File: src/rtl/pkt_rr_arbiter_pkg.sv
// Shared types and the round-robin search helper
// for the packet-aware stream arbiter.
package pkt_arb_pkg;

  typedef enum logic {ST_IDLE, ST_LOCKED} arb_state_t;

  localparam int MAX_IN = 16;

  typedef struct packed {
    logic       found;
    logic [3:0] idx;
  } rr_pick_t;

  // First requester after `last`, wrapping modulo n (n need not be 2^k)
  function automatic rr_pick_t rr_pick(
    input logic [MAX_IN-1:0] req,
    input logic [3:0]        last,
    input int                n
  );
    rr_pick_t   r;
    logic [4:0] cand;
    r = '0;
    for (int i = MAX_IN; i >= 1; i--) begin
      cand = {1'b0, last} + 5'(i);
      if (cand >= 5'(n)) cand = cand - 5'(n);
      if (i <= n && req[cand[3:0]]) begin
        r.found = 1'b1;
        r.idx   = cand[3:0];
      end
    end
    return r;
  endfunction

endpackage

File: src/rtl/pkt_rr_arbiter_st_pipe_reg.sv
// Single-entry valid/ready register slice; accepts a new
// beat whenever it is empty or its beat drains this cycle.
module st_pipe_reg #(
  parameter int W = 8
) (
  input  logic         clk,
  input  logic         rst_n,
  input  logic         in_valid,
  output logic         in_ready,
  input  logic [W-1:0] in_data,
  output logic         out_valid,
  input  logic         out_ready,
  output logic [W-1:0] out_data
);

  logic         valid_q, valid_d;
  logic [W-1:0] data_q, data_d;

  always_comb begin
    in_ready = !valid_q || out_ready;
    valid_d  = in_ready ? in_valid : valid_q;
    data_d   = (in_ready && in_valid) ? in_data : data_q;
  end

  always_ff @(posedge clk or negedge rst_n) begin
    if (!rst_n) begin
      valid_q <= 1'b0;
      data_q  <= '0;
    end else begin
      valid_q <= valid_d;
      data_q  <= data_d;
    end
  end

  assign out_valid = valid_q;
  assign out_data  = data_q;

endmodule

File: src/rtl/pkt_rr_arbiter.sv
// Packet-aware round-robin arbiter: grant is held sop..eop
// so packets from different sources never interleave.
module pkt_rr_arbiter
  import pkt_arb_pkg::*;
#(
  parameter  int NUM_IN           = 4,
  parameter  int SYMBOL_PER_BEATS = 1,
  parameter  int BITS_PER_SYMBOL  = 20,
  parameter  int EMPTY_W          = 1,
  localparam int DATA_W = SYMBOL_PER_BEATS * BITS_PER_SYMBOL,
  localparam int SRC_W  = $clog2(NUM_IN)
) (
  input  logic                      clk,
  input  logic                      rst_n,
  input  logic [NUM_IN-1:0]         in_valid,
  output logic [NUM_IN-1:0]         in_ready,
  input  logic [NUM_IN*DATA_W-1:0]  in_data,
  input  logic [NUM_IN-1:0]         in_sop,
  input  logic [NUM_IN-1:0]         in_eop,
  input  logic [NUM_IN*EMPTY_W-1:0] in_empty,
  output logic                      out_valid,
  input  logic                      out_ready,
  output logic [DATA_W-1:0]         out_data,
  output logic                      out_sop,
  output logic                      out_eop,
  output logic [EMPTY_W-1:0]        out_empty,
  output logic [SRC_W-1:0]          out_src,
  output logic                      err_nosop
);

  localparam int PAY_W = DATA_W + EMPTY_W + 2 + SRC_W;

  arb_state_t       state_q, state_d;
  logic [SRC_W-1:0] last_q, last_d;
  logic [SRC_W-1:0] lock_q, lock_d;
  logic             err_q, err_d;
  logic             run_q;

  rr_pick_t         pick;
  logic [SRC_W-1:0] grant;
  logic             load_en, rdy_ok, acc;
  logic             sel_sop, sel_eop;
  logic [PAY_W-1:0] pay_d, pay_q;

  always_ff @(posedge clk or negedge rst_n) begin
    if (!rst_n) begin
      state_q <= ST_IDLE;
      last_q  <= SRC_W'(NUM_IN - 1);
      lock_q  <= '0;
      err_q   <= 1'b0;
      run_q   <= 1'b0;
    end else begin
      state_q <= state_d;
      last_q  <= last_d;
      lock_q  <= lock_d;
      err_q   <= err_d;
      run_q   <= 1'b1;
    end
  end

  // Grant selection, ready generation and input mux
  always_comb begin
    pick    = rr_pick(MAX_IN'(in_valid), 4'(last_q), NUM_IN);
    grant   = (state_q == ST_LOCKED) ? lock_q
                                     : pick.idx[SRC_W-1:0];
    rdy_ok  = run_q && load_en &&
              (state_q == ST_LOCKED || pick.found);
    in_ready = rdy_ok ? (NUM_IN'(1) << grant) : '0;
    acc      = rdy_ok && in_valid[grant];
    sel_sop  = in_sop[grant];
    sel_eop  = in_eop[grant];
    pay_d = {
      sel_sop,
      sel_eop,
      in_empty[EMPTY_W*int'(grant) +: EMPTY_W],
      grant,
      in_data[DATA_W*int'(grant) +: DATA_W]
    };
  end

  always_comb begin
    state_d = state_q;
    last_d  = last_q;
    lock_d  = lock_q;
    err_d   = 1'b0;
    unique case (state_q)
      ST_IDLE: begin
        if (acc) begin
          err_d = !sel_sop;
          if (sel_eop) begin
            last_d = grant;
          end else begin
            state_d = ST_LOCKED;
            lock_d  = grant;
          end
        end
      end
      ST_LOCKED: begin
        if (acc && sel_eop) begin
          state_d = ST_IDLE;
          last_d  = lock_q;
        end
      end
      default: state_d = ST_IDLE;
    endcase
  end

  st_pipe_reg #(.W(PAY_W)) u_out (
    .clk       (clk),
    .rst_n     (rst_n),
    .in_valid  (acc),
    .in_ready  (load_en),
    .in_data   (pay_d),
    .out_valid (out_valid),
    .out_ready (out_ready),
    .out_data  (pay_q)
  );

  assign {out_sop, out_eop, out_empty, out_src, out_data} = pay_q;
  assign err_nosop = err_q;

endmodule

File: config.mk
export PLATFORM = sky130hd
export DESIGN_NAME = pkt_rr_arbiter
export DESIGN_NICKNAME = d
export VERILOG_FILES = /design/src/rtl/pkt_rr_arbiter_pkg.sv /design/src/rtl/pkt_rr_arbiter_st_pipe_reg.sv /design/src/rtl/pkt_rr_arbiter.sv
export SDC_FILE = /design/constraint.sdc
export NUM_CORES = 1
export LEC_CHECK = 0
export ABC_AREA = 1
export CORE_AREA = 2 2 91 93
export DETAILED_ROUTE_END_ITERATION = 6
export DIE_AREA = 0 0 93 95
export MAX_ROUTING_LAYER = met4
export PLACE_DENSITY = 0.66
export SYNTH_ARGS = -nofsm -noshare
export SYNTH_HDL_FRONTEND = slang
export SYNTH_SLANG_ARGS = --single-unit
File: constraint.sdc
create_clock -name clk -period 2.7 [get_ports clk]
set_clock_uncertainty 0.1 [all_clocks]
set_input_delay 0.54 -clock clk [delete_from_list [all_inputs] [get_ports clk]]
set_output_delay 0.54 -clock clk [all_outputs]
set_load 0.01 [all_outputs]
Word-level counts from Yosys, hierarchy flattened
Cells that the tools add are included.
Storage, ports and cells
  register bits after elaboration: 33
  latch bits: 0
  memory bits (writable): 0
  memory bits (read-only): 0
  input bits: 99
  output and inout bits: 31
  logic and storage cells: 78
  memories: 0
Operators by class
  add/subtract/negate cells: 8
  multipliers: 1
  div/mod/pow operators: 0
  magnitude comparators: 9
  equality and inequality tests: 3
  shift-type cells: 3
  multiplexer cells: 34
  bitwise operators: 2
  reductions and logical operators: 11
Operators by type and width (count)
  $shiftx 80x8->20: 1
  $lt 4x5->1 const B: 4
  $mux 4: 5
  $mux 5: 4
  $bmux 1 s4: 4
  $mux 1: 12
  $sub 3x3->4 const B: 3
  $ge 3x3->1 const B: 3
  $mux 2: 4
  $add 2x2->3 const B: 2
  $bmux 1 s2: 3
  $reduce_and 3->1: 2
  $logic_and 1x1->1: 5
  $mul 3x2->5 const A: 1
  $add 2x3->4 const B: 1
  $ge 4x3->1 const B: 1
  $ne 2x2->1 const B: 2
  $pmux 2 s2: 1
  $shiftx 4x3->1: 1
  $shl 1x2->4 const A: 1
  $sub 4x3->4 const B: 1
  $add 2x1->3 const B: 1
  $lt 2x3->1 const B: 1
  $logic_not 1->1: 2
  4 further kinds: 6

Longest topological paths before layout
Gate-level depths: netlist of run 1.
  depth in word-level cells: 16
  mapped depth: 19
  mapped depth without buffers: 18

By module
Synthesis of run 1 repeated with hierarchy kept, for this count alone.
Unflattened totals
  cells, all modules: 331
  area, all modules: 2527.4 um^2
Modules (own cells, without submodules)
  pkt_rr_arbiter: instances 1, cells an instance 219, area an instance 1431.4 um^2, seq. area each 177.7 um^2
  st_pipe_reg: instances 1, cells an instance 112, area an instance 1096.1 um^2, seq. area each 650.6 um^2

Least setup slack after synthesis of run 1
Ideal clock, no wire load.
  path type: reg2out
  start point: register last_q[0]
  end point: output in_ready[0]
  arrival: 2.220 ns
  required time: 2.060 ns
  slack: -0.160 ns
  stages on the path, launching flop included: 11
  path buffers: 0
  cell sequence: dfstp_2 > inv_2 > ha_1 > inv_1 > nand3_1 > nand3_2 > nand2_1 > nor3_1 > nor3_1 > inv_1 > nor3_1
On the way
  cells in the longest elaborated chain, start to end: 12
  elaborated cells between the ends (all ways): 33
Ends and longest elaborated chain
  start, declared: RTL line pkt_rr_arbiter.sv:34  | logic [SRC_W-1:0] last_q, last_d;
  start signal, assigned: RTL line pkt_rr_arbiter.sv:48  | last_q <= SRC_W'(NUM_IN - 1);
  start signal, assigned: RTL line pkt_rr_arbiter.sv:54  | last_q <= last_d;
  $add 2x3->4: RTL line pkt_rr_arbiter_pkg.sv:24  | cand = {1'b0, last} + 5'(i);
  $sub 4x3->4 / $ge 4x3->1 (equally long branches): RTL line pkt_rr_arbiter_pkg.sv:25  | if (cand >= 5'(n)) cand = cand - 5'(n);
  $mux 4: RTL line pkt_rr_arbiter_pkg.sv:25
  $bmux 1 s4: RTL line pkt_rr_arbiter_pkg.sv:26  | if (i <= n && req[cand[3:0]]) begin
  $mux 1 (implied by the code): RTL line pkt_rr_arbiter_pkg.sv:26
  $mux 5 (3 in a row): RTL line pkt_rr_arbiter_pkg.sv:26
  $mux 5 *: RTL line pkt_rr_arbiter_pkg.sv:26
  $mux 2 / $logic_or 1x1->1 (equally long branches): RTL line pkt_rr_arbiter.sv:64, pkt_rr_arbiter.sv:67
  $shl 1x2->4 / $logic_and 1x1->1 (equally long branches): RTL line pkt_rr_arbiter.sv:68, pkt_rr_arbiter.sv:66
  $mux 4 *: RTL line pkt_rr_arbiter.sv:68  | in_ready = rdy_ok ? (NUM_IN'(1) << grant) : '0;
  end, declared: RTL line pkt_rr_arbiter.sv:16  | output logic [NUM_IN-1:0] in_ready,
Mark *: on every way between the ends. The rest lies on a longest branch, timed or not. The select of a mux whose other input is x is not followed.

Worst setup path in the final report of run 1
  start point: input in_valid[0]
  end point: output in_ready[3]
On the way
  cells in the longest elaborated chain, start to end: 9
  elaborated cells between the ends (all ways): 17
Ends and longest elaborated chain
  start, declared: RTL line pkt_rr_arbiter.sv:15  | input logic [NUM_IN-1:0] in_valid,
  $bmux 1 s4: RTL line pkt_rr_arbiter_pkg.sv:26
  $mux 1 (implied by the code): RTL line pkt_rr_arbiter_pkg.sv:26
  $mux 5 (3 in a row): RTL line pkt_rr_arbiter_pkg.sv:26
  $mux 5 *: RTL line pkt_rr_arbiter_pkg.sv:26
  $mux 2 / $logic_or 1x1->1 (equally long branches): RTL line pkt_rr_arbiter.sv:64, pkt_rr_arbiter.sv:67
  $shl 1x2->4 / $logic_and 1x1->1 (equally long branches): RTL line pkt_rr_arbiter.sv:68, pkt_rr_arbiter.sv:66
  $mux 4 *: RTL line pkt_rr_arbiter.sv:68
Marked as above.

==> flow_results.org, run 1 <==
** Outcome
- The flow ran to the end, but the final reports show violations.
- Violations in the final reports :: setup timing

** Yosys
- Mean area per synthesized cell :: 6.66 sq um
- In the post-synthesis netlist, the biggest area contributors are sky130_fd_sc_hd__dfrtp_1, sky130_fd_sc_hd__nand2_1, sky130_fd_sc_hd__nand4_1.
- Synthesis produced a netlist with a net count of 447.
- Most instantiated library cell after synthesis :: sky130_fd_sc_hd__nand2_1
- Number of flip-flops and latches in the synthesized netlist :: 33
- After synthesis, the most frequently instantiated cells are sky130_fd_sc_hd__nand2_1, sky130_fd_sc_hd__dfrtp_1, sky130_fd_sc_hd__nand4_1.
- In this run, synthesis inferred 0 flip-flops with an integrated enable.
- The Yosys step of the flow raised 0 warnings.
- Syn Std Cell Area :: 2290 sq um
- Number of unique standard cell types used by synthesis :: 25
- Of the synthesized area, sequential elements account for 36.2%.
- After technology mapping, the gate count stands at 343.
- After synthesis, the largest area contributor takes up 33.9% of total cell area.
- The most used flip-flop cell after synthesis is sky130_fd_sc_hd__dfrtp_1.
- Counting flops with an async set or reset pin after synthesis yields a share of 100%.
- Cell taking the most area after synthesis :: sky130_fd_sc_hd__dfrtp_1

** Routing
- For this run, the detailed router's first-pass iteration total came to 4.
- After detailed routing, the total wire length is 7.89 mm.
- Post-DRT Antenna Nets :: 0
- Vias per cell :: 4.56
- Detailed routing inserted a total of 2734 vias.
- Number of design-rule violations left by the first detailed-router iteration :: 74
- Dividing the detail-routed wire length by the instance count gives 13.1 microns.
- In the routed design, unresolved DRC markers number 0.

** Setup path
- In this run the critical register-to-register path is captured at u_out.out_data[14].
- Grouping stages by cell kind, the critical path spends the most delay in simple AND/OR/NAND/NOR gates.
- For this design, the slowest cell found on the critical path is sky130_fd_sc_hd__clkdlybuf4s50_1.
- The startpoint identified for the worst register-to-register timing path is last_q[0].
- The largest single stage delay on the critical path is 0.53 ns.
- The signal on the critical path passes through clkdlybuf4s50_1 > nand2_1 > nand3_2 > nand3_2 > nand2_1 > nand3_1 > nand2_1 > nand2_2 > nand2_4 > inv_2 > nor3_2 > buf_2.
- CP Buf/Inv Count :: 3
- Worst setup path startpoint :: in_valid[0]
- Count of cells along the worst register-to-register path :: 20
- Crit Path Class :: in -> out
- Data arrival, critical path :: 2.13 ns
- Of all nets on the critical path, the largest fanout is 5.
- CP Capture Point :: in_ready[3]
- The setup check on the worst reg-to-reg path leaves a slack of 0.05 ns.
- STA classifies the critical path startpoint as an input pin.
- Number of cells on the critical path :: 12
- For the worst setup path, the data required time is 2.06 ns.
- The worst setup path is captured at a primary output.
- Counting stages on the worst path, the most repeated cell is sky130_fd_sc_hd__nand2_1.

** Final layout
- The number of antenna diodes in the final layout is 0.
- The finished cells cover 4090 sq um.
- Layout fillers :: 769
- Share of cells above drive strength 1 :: 18.2%
- Area growth from synthesis to layout :: 79.0%
- Measured on the finished design, the core utilization comes to 51.6%.
- Number of nets in the finished design :: 598
- The count of cells in the finished layout, fillers not included, comes to 600.

** Power
- Leakage :: 1.91 nW
- PD cells :: 1380 nW/um^2
- Power Total :: 5.66 mW
- Across the VDD grid, the largest voltage drop is 0.698 mV.

** Die
- In this run the core area contains 33 standard-cell rows.
- Core Box Area :: 7930 sq um
- The die covers 8840 sq um.
- Initial standard-cell utilization of the core :: 28.8%
- Die height :: 95 microns
- In this run the count of I/O pins placed on the die edge is 130.
- Measured along the x axis, the die boundary spans 93 microns.

** Place
- DP HPWL :: 5.79 mm
- Global placer's final weighted congestion :: 0.934
- Once placement completed, the tool counted placed cells totaling 587.
- Once placement finished, the instance area stood at 3850 sq um.
- At the placement stage, the worst setup path has a slack of -0.474 ns.
- Port-buffer cells :: 129

** GRT
- Remaining global-route overflow :: 0
- Entering global routing, the biggest net connects 34 pins.
- The initial antenna violation count came to 0.
- Global routing used 18.0% of the available tracks.
- The number of global-route vias before repair is 2671.
- Wire length of the first global-routing pass :: 12.3 mm

** STA
- Setup violations remaining at the end of the flow were counted as 4.
- Final hold violation count :: 0
- Period utilization :: 103%
- For the pin with the worst max-slew slack, the measured transition is 0.758 ns.
- Worst path setup slack after routing :: -0.0742 ns
- The final number of max-transition violations came to 0.
- Fmax :: 360 MHz
- Subtracting the final worst setup slack from the clock period gives 2.77 ns.
- Relative max-transition margin :: 49.5%
- Setup repair after global routing could not meet its margin everywhere.

** Clock tree
- After clock tree synthesis, the clock-pin slew on the worst setup and hold paths is 0.07 ns.
- Clock net sink count :: 33
- Clock tree synthesis inserted a total of 5 buffers.
- Clk buf depth :: 2
- Clock latency at the later pin of the worst-skew pair :: 0.28 ns
- Root Buffer :: sky130_fd_sc_hd__clkbuf_8
- Number of levels the H-tree was split into :: 2
- TritonCTS built the clock tree.

** Job
- The tool flagged a number of max-cap violations equal to 0.

** Min path
- Worst hold-check path type :: in -> async
cell families after synthesis:
family                   after synthesis  share of synthesized area, %
buffers and inverters                 32                          8.37
adder cells (fa/ha/maj)                5                          2.74
AND/OR/NAND/NOR                      262                          50.3
other                                  1                         0.164
AO/OA/AOI/OAI                         10                          2.19
flip-flops                            33                          36.2
registers in the layout (all words and copies together) (netlist names), named ones only:
signal / cells
u_out.out_data: 25
run_q: 1
u_out.out_valid: 1
lock_q: 2
last_q: 2
err_nosop: 1
layer usage:
| metal | vias up | track usage, % | wire (microns) |
|---|---|---|---|
| met5 | - | - | 0 |
| met4 | 0 | 4.66 | 109 |
| met3 | 10 | 3.99 | 482 |
| met2 | 92 | 30.2 | 3900 |
| met1 | 1243 | 22.1 | 3390 |
| li1 | 1389 | - | - |
what timing repair did:
| action | in CTS | in global routing |
|---|---|---|
| gates resized for setup | 38 | 12 |
| pin swaps | 17 | 6 |
| setup endpoints to repair | 31 | 36 |
| hold buffers | 0 | 0 |
| setup buffers | 3 | 1 |
| cloned | 0 | 1 |
worst min path at each step:
stage | slack (ns) | cells past startpoint | end | start
after floorplan | 0.14 | 0 | async pin | rst_n
after global placement | 0.36 | 2 | u_out.out_data[4] | u_out.out_data[4]
after detailed placement | 0.36 | 2 | u_out.out_data[18] | u_out.out_data[18]
after CTS | 0.24 | 1 | u_out.out_data[6] | rst_n
after global routing | 0.26 | 1 | u_out.out_data[6] | rst_n
final | 0.22 | 1 | u_out.out_data[6] | rst_n
power breakdown:
part | total, mW | internal, mW | switching [mW]
combinational | 4.44 | 2.00 | 2.45
sequential | 0.854 | 0.734 | 0.120
clock | 0.361 | 0.179 | 0.182
total | 5.66 | 2.91 | 2.75
placed cells by master (no fill, tap or decap), types with 3 or more instances in the layout:
master	instances
sky130_fd_sc_hd__buf_12	6
sky130_fd_sc_hd__inv_2	6
sky130_fd_sc_hd__dfrtp_1	31
sky130_fd_sc_hd__nand2_1	189
sky130_fd_sc_hd__inv_1	10
sky130_fd_sc_hd__buf_2	5
sky130_fd_sc_hd__clkdlybuf4s50_1	124
sky130_fd_sc_hd__nand2_2	12
sky130_fd_sc_hd__nand2_4	4
sky130_fd_sc_hd__clkbuf_8	5
sky130_fd_sc_hd__o21ai_0	3
sky130_fd_sc_hd__nand3_1	10
sky130_fd_sc_hd__nor3_2	5
sky130_fd_sc_hd__nor2_4	5
sky130_fd_sc_hd__nand4_1	21
sky130_fd_sc_hd__buf_4	21
sky130_fd_sc_hd__nor2_1	3
sky130_fd_sc_hd__ha_1	3
sky130_fd_sc_hd__o21ai_1	7
sky130_fd_sc_hd__nand3_2	8
per-stage QoR:
| step | TNS (ns) | hold WS, ns |
|---|---|---|
| 6_report | -0.236 | 0.222 |
| 4_1_cts | -0.171 | 0.242 |
| 3_5_place_dp | -8.24 | 0.365 |
| 2_1_floorplan | -0.0141 | 0.144 |
| 3_3_place_gp | -5.47 | 0.362 |
| 5_1_grt | -3.11 | 0.257 |
layout make-up:
cell class                      instances  area (sq um)  share of cell area (%)
Clock buffer                            6          72.6                    1.77
Clock inverter                          2          10.0                   0.245
Inverter                               18          72.6                    1.77
Multi-Input combinational cell        278          1400                    34.1
Sequential cell                        33           828                    20.2
Tap cell                              105           131                    3.21
Timing Repair Buffer                  158          1580                    38.6
Note: power is estimated with default switching activity, not from simulation.
==> run 2, diff against run 1 <==
--- a/constraint.sdc
+++ b/constraint.sdc
@@ -4,2 +4,2 @@
 set_output_delay 0.54 -clock clk [all_outputs]
-set_load 0.01 [all_outputs]
+set_load 0.02 [all_outputs]
==> run 2 against run 1 <==
Compared with the run above: the run still ends with setup timing left; power rose by 10%; routed wire length rose by 1.7%; combinational power rose by 13%; non-clock buffer count rose by 2; clock-buffer cell count rose by 2; fmax fell by 3.1%; first-iteration DRC count fell by 8.1%; hold slack got worse by 0.0039 ns; final area rose by 3.5%; core utilization rose by 1.8 points; clock power rose by 5.5%; final cell count rose by 0.83%.
==> flow_results.org, run 2 (same netlist as run 1, synthesis figures left out) <==
** Min path
- Worst hold-check path type :: in -> async

** STA
- Setup-failing EPs final :: 4
- Of the available clock period, the critical path in the final layout requires 106%.
- Number of pins with negative max-slew slack in the final report :: 0
- Fmax :: 349 MHz
- Setup repair after global routing could not meet its margin everywhere.
- Worst path setup slack after routing :: -0.164 ns
- At the pin with the least slew margin, the transition time is 0.735 ns.
- Min Hold Slack :: 0.218 ns
- Relative max-transition margin :: 51.0%
- Final setup TNS :: -0.580 ns
- Final min period :: 2.86 ns
- Final hold violation count :: 0

** Die
- Initial standard-cell utilization of the core :: 28.8%
- Core Box Area :: 7930 sq um
- Ports :: 130
- The die is 95 microns tall.
- After floorplanning, the core was divided into 33 placement rows.
- The floorplan step set the die width to 93 microns.
- The die covers 8840 sq um.

** Routing
- The detailed router placed 2785 vias in this run.
- After the first detailed-routing iteration, the DRC count stood at 68.
- In this run the remaining antenna-violating nets after routing total 0.
- The pre-antenna-repair detailed-routing pass consisted of 4 iterations.
- Drt total wl :: 8.02 mm
- Vias per cell :: 4.60
- Dividing the detail-routed wire length by the instance count gives 13.3 microns.
- Post-detailed-route DRC marker count :: 0

** Setup path
- On the critical path the largest part of the delay comes from simple AND/OR/NAND/NOR gates.
- Crit Path Class :: reg -> out
- Count of cells along the worst register-to-register path :: 19
- Cells along the critical path :: inv_4 > ha_4 > inv_4 > nand3_4 > nand3_4 > nand2_4 > nand2_1 > nand2_2 > nand3_4 > nand2_8 > inv_2 > nor3_4 > buf_6
- Delay of the slowest critical-path stage :: 0.56 ns
- In this run the number of cells on the critical path is 13.
- Required time of the critical path :: 2.06 ns
- For the worst setup path, the data arrival time is 2.22 ns.
- Highest-delay cell along the critical path :: sky130_fd_sc_hd__dfstp_2
- In this run the worst path has a maximum fanout of 6.
- Most used cell along the critical path :: sky130_fd_sc_hd__nand3_4
- Kind of capture point of the worst setup path :: primary output
- Counting both buffers and inverters, the worst setup path holds a total of 4.
- STA classifies the critical path startpoint as a flip-flop.

** Place
- Standard cell area after detailed placement :: 3890 sq um
- Port-buffer cells :: 129
- DP HPWL :: 5.99 mm
- The congestion estimate from routability-driven global placement came to 0.967.
- In this run, placement finished with an instance count of 589.
- DP Worst Slack :: -0.598 ns

** Power
- Power Total :: 6.25 mW
- VDD sags by at most 0.666 mV.
- For this design the ratio of total power to cell area is 1480 nW/um^2.
- The analysis attributes to cell leakage a power of 1.96 nW.

** Clock tree
- No sink is reached through more buffers than the 2 on the longest clock path.
- In this run, CTS created clock tree buffers numbering 5.
- Root Buffer :: sky130_fd_sc_hd__clkbuf_8
- Clock latency at the later pin of the worst-skew pair :: 0.28 ns
- TritonCTS built the clock tree.
- After clock tree synthesis, the flow added hold-fix buffers numbering 0.
- Clock net sink count :: 33
- CTS clock-pin slew for the worst setup and hold paths :: 0.06 ns
- Number of levels the H-tree was split into :: 2

** Outcome
- The run finished, with violations left.
- Violations in the final reports :: setup timing

** Final layout
- The register with the most flip-flops in the layout has 25 of them.
- Number of nets in the finished design :: 603
- The number of antenna diodes in the final layout is 0.
- Measured on the finished design, the core utilization comes to 53.4%.
- Non-filler cells, final :: 605
- The library cell used most frequently in the layout, excluding fill and tap cells, is sky130_fd_sc_hd__nand2_1.
- Leaving out fill and tap cells, the most frequent cells in the layout are sky130_fd_sc_hd__nand2_1, sky130_fd_sc_hd__clkdlybuf4s50_1, sky130_fd_sc_hd__dfrtp_1, sky130_fd_sc_hd__nand4_1, sky130_fd_sc_hd__buf_4.
- Area growth from synthesis to layout :: 85.3%
- Cells with a size suffix above 1 make up 18.0% of the layout.
- After routing the design area is 4240 sq um.

** GRT
- After global routing the overflow that remains totals 0.
- The number of global-route vias before repair came to 2697.
- Pin count of the biggest net entering global routing :: 34
- The first global-routing pass estimated 12.3 mm of wire.
- Global routing used 18.1% of the available tracks across all layers.
- The initial antenna violation count came to 0.

** Job
- Across the run, the number of max-cap violations was 0.
==> run 2: cell count changes in the layout (fill, tap and decap cells not counted), moves of 3 or more <==
cell / delta
sky130_fd_sc_hd__buf_6: +5
sky130_fd_sc_hd__nor3_4: +3
sky130_fd_sc_hd__nor3_2: -4
sky130_fd_sc_hd__nand3_2: -3
sky130_fd_sc_hd__buf_2: -4
sky130_fd_sc_hd__nand2_8: +3
==> run 2: worst paths after layout <==
| path | startpoint | end | slack (ns) |
|---|---|---|---|
| worst min-delay path | rst_n | u_out.out_data[13] | 0.22 |
| worst min register to register | u_out.out_data[23] | u_out.out_data[23] | 0.37 |
| max in group asynchronous | rst_n | lock_q[1] | 1.81 |
| min in group clk | u_out.out_data[23] | u_out.out_data[23] | 0.37 |
| worst max-delay path | last_q[0] | in_ready[0] | -0.16 |
| worst max register to register | last_q[0] | u_out.out_data[12] | 0.06 |
==> run 2: power breakdown <==
group          total (mW)  internal, mW  switching [mW]  leakage, nW
Combinational        5.03          2.19            2.84         1.50
Sequential          0.843         0.735           0.108        0.413
Clock               0.381         0.208           0.173       0.0455
Total                6.25          3.13            3.12         1.96
==> run 2: cell type report <==
cell class / count / area (sq um)
Timing Repair Buffer: 160 / 1630
Clock buffer: 8 / 90.1
Tap cell: 105 / 131
Fill cell: 755 / 3690
Multi-Input combinational cell: 279 / 1450
Timing Repair inverter: 2 / 25.0
Inverter: 18 / 87.6
Sequential cell: 33 / 828
==> run 2: layer usage <==
| metal | vias to the layer above | wire length (microns) | part of all wire [%] | GRT usage (%) |
|---|---|---|---|---|
| li1 | 1401 | - | - | - |
| met1 | 1278 | 3390 | 42 | 21.1 |
| met2 | 96 | 4030 | 50 | 31.8 |
| met3 | 10 | 521 | 6.5 | 3.83 |
| met4 | 0 | 79 | 0.98 | 4.78 |
| met5 | - | 0 | 0 | - |
==> run 2: repair_timing <==
item | in CTS | in global routing
pin swaps | 11 | 7
setup buffers | 0 | 4
resized for setup | 36 | 30
gates cloned | 0 | 4
setup endpoints to repair | 4 | 36
==> run 3, diff against run 2 <==
--- a/constraint.sdc
+++ b/constraint.sdc
@@ -4,2 +4,2 @@
 set_output_delay 0.54 -clock clk [all_outputs]
-set_load 0.02 [all_outputs]
+set_load 0.1 [all_outputs]
==> run 3 against run 2 <==
Compared with the run above: the flow still finishes with violations (setup timing); via count decreased by 0.18%; first-iteration DRC count increased by 47%; flip-flop and latch count unchanged; critical path depth decreased by 2; fmax decreased by 5.1%; worst setup slack got worse by 0.15 ns; sequential share of layout area decreased by 0.92 points; final area increased by 4.9%; routed wire length increased by 6.2%; final cell count increased by 1.3%; die area unchanged; clock-buffer cell count decreased by 1; critical path type unchanged.
==> flow_results.org, run 3 (same netlist as run 1, synthesis figures left out) <==
** STA
- The final number of max-transition violations came to 0.
- The final hold violation count was 0.
- For the pin with the worst max-slew slack, the measured transition is 0.746 ns.
- Setup repair after global routing could not meet its margin everywhere.
- Derived from the worst setup path, the maximum achievable clock frequency is 331 MHz.
- In the post-route analysis, the smallest setup slack over all paths is -0.317 ns.
- Headroom to the max-slew limit came out at 50.3%.
- The worst path uses 112% of the clock period.
- Final min period :: 3.02 ns
- Setup-failing EPs final :: 36

** Place
- After detailed placement, the total cell area comes to 3880 sq um.
- After detailed placement, the design holds a cell count of 585.
- Input and output buffers added on the ports amount to 129.
- Detailed placement finished with a half-perimeter wire length of 6.02 mm.
- Global placer's final weighted congestion :: 0.872

** Outcome
- Violations in the final reports :: setup timing
- Run status :: complete, but fails checks

** Routing
- Post-DR wirelength/cell :: 13.9 microns
- In the routed design, unresolved DRC markers number 0.
- Overall via count from detail_route :: 2780
- In the routed layout, each cell is associated on average with a via count of 4.54.
- Post-DRT Antenna Nets :: 0
- The first TritonRoute pass finished after 4 iterations.
- Drt total wl :: 8.52 mm
- In this run, the number of DRC markers left after iteration 0 of detailed routing was 100.

** Clock tree
- CTS clock-pin slew for the worst setup and hold paths :: 0.07 ns
- The clock passes through at most 2 buffers.
- Number of levels the H-tree was split into :: 2
- Clock net sink count :: 33
- Clock latency at the later pin of the worst-skew pair :: 0.28 ns
- Root Buffer :: sky130_fd_sc_hd__clkbuf_8
- TritonCTS clock tree :: done
- TritonCTS Buffers :: 5

** Die
- In this run the vertical extent of the chip is 95 microns.
- The floorplan has 33 rows.
- The die covers 8840 sq um.
- Once the floorplan was initialized, standard cells occupied 28.8% of the core.
- Die Wd :: 93 microns
- The region available for standard cell placement spans 7930 sq um.
- 130 I/O pins were placed.

** Final layout
- Area growth from synthesis to layout :: 94.5%
- The net count of the finished layout is 612.
- Non-filler cells, final :: 613
- The library cell used most frequently in the layout, excluding fill and tap cells, is sky130_fd_sc_hd__nand2_1.
- Max FFs per register :: 25
- The finished cells cover 4450 sq um.
- The repair_antennas step left the layout with diodes totalling 0.
- The library cells used most frequently in the layout, excluding fill and tap cells, are sky130_fd_sc_hd__nand2_1, sky130_fd_sc_hd__clkdlybuf4s50_1, sky130_fd_sc_hd__buf_4, sky130_fd_sc_hd__dfrtp_1, sky130_fd_sc_hd__nand4_1.
- Share of cells above drive strength 1 :: 26.8%

** Setup path
- Top cell family by delay on the critical path :: simple AND/OR/NAND/NOR gates
- Startpoint type of the worst setup path :: flip-flop
- Worst-case register-to-register setup slack :: -0.23 ns
- CP Buf/Inv Count :: 4
- Delay of the slowest critical-path stage :: 0.57 ns
- Highest-delay cell along the critical path :: sky130_fd_sc_hd__dfstp_2
- Data arrival, critical path :: 2.38 ns
- For the worst setup path, the data required time is 2.06 ns.
- Kind of capture point of the worst setup path :: primary output
- Cells along the critical path :: inv_4 > ha_4 > inv_4 > nand3_4 > nand3_4 > o21ai_0 > inv_1 > nand2_2 > nand2_4 > nor3_4 > buf_12
- The worst setup path is of the reg -> out kind.
- Worst R2R End :: lock_q[0]
- In this run the critical register-to-register path is launched from last_q[0].
- For the worst flop-to-flop path, the logic depth is 22.
- Along the worst path, the maximum fanout reaches 5.

** GRT
- The first global-routing pass estimated 12.3 mm of wire.
- Global routing met2 resource utilization :: 31.5%
- Antenna violations before repair :: 0
- Remaining global-route overflow :: 0
- Entering global routing, the biggest net connects 34 pins.
- Met1 routing resource usage after global routing :: 22.1%
- Gr usage total :: 18.2%
- The number of global-route vias before repair is 2519.
- The layer flagged by global routing as most heavily used is met2.
- Global routing consumed, on the met3 layer, 4.15% of the routing resources.

** Min path
- Worst hold-check path type :: in -> async

** Job
- Across the run, the number of max-cap violations was 0.
run 3: worst max path at each step:
| stage | startpoint | end | slack [ns] | cells after the start |
|---|---|---|---|---|
| floorplan | last_q[0] | in_ready[0] | -0.52 | 10 |
| global placement | in_valid[0] | in_ready[0] | -0.22 | 10 |
| detailed placement | in_valid[3] | in_ready[0] | -0.27 | 10 |
| CTS | last_q[0] | in_ready[0] | -0.25 | 13 |
| global route | last_q[0] | in_ready[1] | -0.47 | 11 |
| finish | last_q[0] | in_ready[1] | -0.32 | 11 |
run 3: area by class of cell:
class | instances | area [sq um]
fill | 754 | 3480
sequential | 33 | 828
tap | 105 | 131
inverter | 18 | 92.6
timing repair inverter | 3 | 33.8
clock buffer | 7 | 86.3
multi-input combinational | 279 | 1540
timing repair buffer | 168 | 1730
run 3: timing repair:
action | CTS | global route
pin swaps | 8 | 16
cloned | 1 | 7
buffers inserted | 6 | 7
setup endpoints to repair | 6 | 36
hold buffers | 0 | 0
hold endpoints to repair | 0 | 0
gates resized for setup | 18 | 38
run 3: through the flow:
step | setup TNS [ns] | hold slack, ns | utilization (%) | setup slack [ns]
3_3_place_gp | -3.70 | 0.365 | 48.9 | -0.217
2_1_floorplan | -1.68 | 0.144 | - | -0.521
6_report | -7.13 | 0.220 | 56.1 | -0.317
5_1_grt | -12.73 | 0.274 | 56.1 | -0.472
3_5_place_dp | -6.52 | 0.366 | 48.9 | -0.267
4_1_cts | -4.55 | 0.245 | 51.6 | -0.250
run 3: metal layers:
| metal | vias to the layer above | wire length (microns) |
|---|---|---|
| li1 | 1418 | - |
| met3 | 8 | 415 |
| met5 | - | 0 |
| met1 | 1265 | 3680 |
| met2 | 89 | 4330 |
| met4 | 0 | 95 |
Power of run 3 is not shown: default switching activity piles up to over one toggle a cycle in this logic, so the estimate is an artifact.
